File: src/rtl/reg_file.sv
// 32 x 32-bit MIPS general-purpose register file: two combinational read ports,
// one clocked write port, and a registered copy of the last committed write data.
module reg_file #(
    parameter int unsigned DATA_WIDTH = 32,
    parameter int unsigned ADDR_WIDTH = 5
) (
    input  logic                  clk,
    input  logic                  reset_i,
    input  logic [ADDR_WIDTH-1:0] addr_1_i,
    input  logic [ADDR_WIDTH-1:0] addr_2_i,
    input  logic [ADDR_WIDTH-1:0] addr_3_i,
    input  logic [DATA_WIDTH-1:0] write_data_3_i,
    input  logic                  write_enable_i,
    output logic [DATA_WIDTH-1:0] read_data_1_o,
    output logic [DATA_WIDTH-1:0] read_data_2_o,
    output logic [DATA_WIDTH-1:0] a
);

    localparam int NumRegs = 1 << ADDR_WIDTH;

    logic [DATA_WIDTH-1:0] regs_q [NumRegs];
    logic [DATA_WIDTH-1:0] a_q;
    logic                  write_hit;

    // Writes to register 0 are dropped entirely, including the debug copy.
    assign write_hit = write_enable_i && (addr_3_i != '0);

    always_ff @(posedge clk) begin
        if (!reset_i) begin
            for (int i = 0; i < NumRegs; i++) begin
                regs_q[i] <= '0;
            end
            a_q <= '0;
        end else if (write_hit) begin
            regs_q[addr_3_i] <= write_data_3_i;
            a_q              <= write_data_3_i;
        end
    end

    // No write-to-read bypass: reads see the array as it stands before the edge.
    always_comb begin
        read_data_1_o = '0;
        read_data_2_o = '0;
        if (addr_1_i != '0) begin
            read_data_1_o = regs_q[addr_1_i];
        end
        if (addr_2_i != '0) begin
            read_data_2_o = regs_q[addr_2_i];
        end
    end

    assign a = a_q;

endmodule

File: config.mk
export PLATFORM = sky130hd
export DESIGN_NAME = reg_file
export DESIGN_NICKNAME = d
export VERILOG_FILES = /design/src/rtl/reg_file.sv
export SDC_FILE = /design/constraint.sdc
export NUM_CORES = 2
export LEC_CHECK = 0
export BUFFER_PORTS_ARGS = -buffer_cell sky130_fd_sc_hd__buf_2
export CAP_MARGIN = 20
export CORE_MARGIN = 2
export CORE_UTILIZATION = 55
export DETAILED_ROUTE_END_ITERATION = 10
export PLACE_DENSITY = 0.72
export SYNTH_ARGS = -nofsm -noshare
export SYNTH_HDL_FRONTEND = slang
export SYNTH_SLANG_ARGS = --single-unit
File: constraint.sdc
create_clock -name clk -period 5.1 [get_ports clk]
set_input_delay 1.02 -clock clk [delete_from_list [all_inputs] [get_ports clk]]
set_output_delay 1.02 -clock clk [all_outputs]
set_load 0.01 [all_outputs]
=== After elaboration in Yosys (flattened, before gate mapping) ===
Memory sizes are Yosys's and may differ from the RTL's.
Cells that the tools add are included.

* Flip-flop bits (word level): 32
* RAM bits: 1,024
* Input bits: 50
* Word-level logic and storage cells: 16
* Memories: 1

{| class="wikitable"
|+ Memories
! name !! depth !! width !! rd ports !! clocked after Yosys merged registers in !! wr ports !! line !! RTL
|-
| regs_q || 32 || 32 || 2 || 0 || 32 || 21 || <nowiki>logic [DATA_WIDTH-1:0] regs_q [NumRegs];</nowiki>
|}

* Multiplexer cells: 9
* Reductions and logical operators: 5

{| class="wikitable"
|+ Operators with widths
! cell !! count
|-
| 2-to-1 mux 32 bit || 3
|-
| OR reduction 32 bit || 1
|-
| nonzero test 5 bit || 3
|-
| 2-to-1 mux 1 bit || 5
|-
| 2-to-1 mux 5 bit || 1
|-
| logical AND 1 bit || 1
|}

=== Depth between registers and ports, before layout ===
* Depth in word-level cells: 7
* Gate-level depth with buffers: 9
* Depth with buffers taken out: 4

=== Worst setup path after synthesis ===
No wires, ideal clock.

* Path kind: input to register
* From: input reset_i
* To: memory regs_q[14][0] (enable)
* Arrival time: 4.037 ns
* Setup slack: 0.598 ns
* Stages: 4
* Buffers on the path: 2
* Cell sequence: clkbuf_1 -> nand4b_1 -> clkbuf_1 -> o21ai_0

{| class="wikitable"
|+ RTL lines
! item !! line !! RTL
|-
| start, declared || 8 || <nowiki>input logic reset_i,</nowiki>
|-
| end, declared || 21 ||
|}

=== Worst setup path after layout ===
* From: input addr_2_i[0]
* To: output read_data_2_o[9]

* Word-level cells in the longest chain between the ends: 2

{| class="wikitable"
|+ Ends and longest elaborated chain
! item !! line !! RTL
|-
| start, declared || 10 || <nowiki>input logic [ADDR_WIDTH-1:0] addr_2_i,</nowiki>
|-
| memory (32 x 32 bit) / nonzero test 5 bit (equally long branches) || - ||
|-
| 2-to-1 mux 32 bit (*) || 47 || <nowiki>if (addr_2_i != '0) begin</nowiki>
|-
| end, declared || 15 || <nowiki>output logic [DATA_WIDTH-1:0] read_data_2_o,</nowiki>
|}

Mark *: on every way between the ends. The rest lies on a longest branch, timed or not.

==> summary.txt <==
Ys async rst share: 0%
Sequential share of the synthesized area: 56.33%
Worst slew pin tran: 1.084 ns
Reg area: 31390 µm²
RSZ-0062 raised after global routing: no
CP Class: input port to output port
DR iter-0 viols: 7481
H-tree Lvls: 3
Setup ws final: 0.1688 ns
EDFF count, synth: 1024
Worst path slowest cell: nor4_1
Final HPWL DP: 115600 µm
Synth area leaders: edfxtp_1, mux4_2, and2_1
CTS Buffer Depth: 3
CP Max Fanout: 33
DR vias/cell: 7.122
Hold Crit Class: flip-flop to flip-flop
Drt total wl: 199200 µm
Root buffer cell: clkbuf_16
Mapped Cells: 3911
Grt ovf: 0
Layout cells sized above 1: 24.23%
Synthesis-stage register bit count: 1056
WHS Endpoint: a[24]
RePlAce Congestion: 0.8977
Tcrit/Tclk final: 96.69%
Sequential Power Share: 48.6%
Die H: 322.3 µm
Worst reg-to-reg path cell count: 2
Final hold violation count: 0
TritonCTS buffer count: 113
Starting Density: 55.56%
Die Area: 103900 µm²
Pre-CTS setup slack: 0.2380 ns
Cts repair resizes: 0
# rows: 116
Max Cap Viol: 0
Synth Flop Type: edfxtp_1
CP startpoint kind: input port
Most used cell, CP: buf_4
Slew margin rel.: 25.87%
Status: finished, final reports clean
Final setup vio count: 0
CP Cell Sequence: buf_6 > buf_4 > nor2b_2 > buf_4 > a22oi_1 > a21oi_1 > nor4_1 > buf_4 > buf_2
CTS tree: built
Core Box Area: 100300 µm²
F_max: 202.8 MHz
CTS Sinks: 1056
Insertion delay to the later sink of the worst-skew pair: 0.69 ns
Peak supply drop: 267.3 µV
Vias in the first global route: 37540
Tot Pwr: 21120 µW
Largest net degree at the start of global routing: 73
Area grow syn2layout: 12.82%
Nets: 4040
Syn Area/Cell: 14.25 µm²
Critical R2R Launch: a[2]
Yosys warns: 0
First-pass GRT wire length: 276800 µm
Width of the die: 322.3 µm
IO Count: 146
Multi-input logic area: 23210 µm²
Net Sw Frac: 25.31%
Pwr Density: 335.9 nW/µm²
Hold Slack: 0.4499 ns
P_int: 15770 µW
Top delay family on crit path: buffers and inverters
DRT Pass-1 Iters: 6
Residual DRC: 0
Initial antenna violation count: 23
Setup Skew: 0 ns
Hold Crit Start: a[24]
Max Slew Vio Count: 0
Most numerous cell in the Yosys netlist: edfxtp_1
Bufs and invs on worst path: 5
Gate power share: 12.4%
Crit path time final: 4.931 ns
Via count: 38820
NetSw: 5345 µW
Slowest stage delay, CP: 0.79 ns
R2r setup slk: 4.43 ns
Routed WL per cell: 36.54 µm
Worst r2r dst: a[2]
Util after Layout: 62.68%
Leak: 0.02231 µW
Clock transition at path regs: 0.06 ns
Hold buffers post-CTS: 0
Clock power frac: 39.0%
Endpoint type of the worst setup path: output port
PortBufs: 145
Crit path required time: 4.08 ns
Cell variety after synth: 46
Post-DRT Antenna Nets: 0
Top cell type by total area after synthesis: edfxtp_1
Critical path data arrival time: 3.91 ns
Synth cell count leaders: edfxtp_1, and2_1, mux4_2
Top cell type's share of synthesized area: 55.18%
Tot GR Track Use: 38.34%
Post CTS Setup Buffer Count: 0
Mapped Area: 55720 µm²
Setup TNS Final: 0 ns
WHS Path Cells: 2
FILL cells: 7248
-- cell usage in the layout (no fill, tap or decap), drive strengths merged, types with 10 or more instances in the layout --
master   count
nor4        33
o21ai       67
nor2        38
a22oi      104
clkinv      46
a22o        51
a2111oi     55
mux2i      322
a211oi      47
mux4       356
mux2        34
edfxtp    1024
and2       995
a21oi       88
clkbuf     147
bufinv      10
nor2b       56
o22ai       51
nor3        26
conb        32
nand2       69
dfxtp       32
buf        355
-- tightest hold or removal path: stages, from the launching register on --
cell,delay [ns]
dfxtp_1,0.30
nand2_1,0.05
a21oi_1,0.05
-- routing by layer --
metal	vias up	global-route usage (%)	share of wire, %
met4	10	18.23	5.5
met2	3589	55.90	43
met1	19370	51.48	35
met3	748	13.76	16
met5	-	0	0.039
li1	15100	-	-
-- worst max path at each step --
stage | from | end | slack, ns | cells past startpoint
3_3_place_gp | addr_2_i[1] | read_data_2_o[11] | 0.21 | 7
6_report | addr_2_i[0] | read_data_2_o[9] | 0.17 | 9
5_1_grt | addr_2_i[0] | read_data_2_o[9] | 0.21 | 9
2_1_floorplan | reset_i | regs_q[14][0] | 0.60 | 4
4_1_cts | addr_2_i[0] | read_data_2_o[9] | 0.22 | 9
3_5_place_dp | addr_2_i[0] | read_data_2_o[9] | 0.24 | 9
-- metrics by stage --
stage	instances	instance area, µm²
final	5450	62860
after global routing	5444	62850
after CTS	5443	62850
after detailed placement	5232	59190
after global placement	5231	59190
after floorplan	3942	55840
-- power groups by stage --
stage               clock [µW]  combinational [µW]  sequential, µW
finish                    8230                2630           10300
global route              8550                2680           10300
CTS                       8190                2540           10200
detailed placement           0                2530           10400
global placement             0                2510           10400
floorplan                    0                1520           10300
-- state kept, by name, summed over array words and instances (netlist names) --
signal	cells
regs_q	1024
a	32
-- final cells by class --
class | instances | area share, %
Sequential cell | 1056 | 49.93
Timing Repair Buffer | 355 | 4.586
Clock inverter | 64 | 0.8956
Multi-Input combinational cell | 2462 | 36.93
Antenna cell | 7 | 0.02786
Tap cell | 1357 | 2.701
Clock buffer | 147 | 4.916
Inverter | 2 | 0.01393
-- cell families (layout without fill, tap and decap cells) --
kind of cell | count (synthesis) | count (layout) | synth area share (%)
buffers and inverters | 424 | 568 | 3.400
AO/OA/AOI/OAI | 472 | 472 | 5.890
AND/OR/NAND/NOR | 1246 | 1246 | 13.51
multiplexers | 712 | 712 | 20.86
other | 1 | 39 | 0.006730
flip-flops | 1056 | 1056 | 56.33
(Power assumes the default switching activity.)
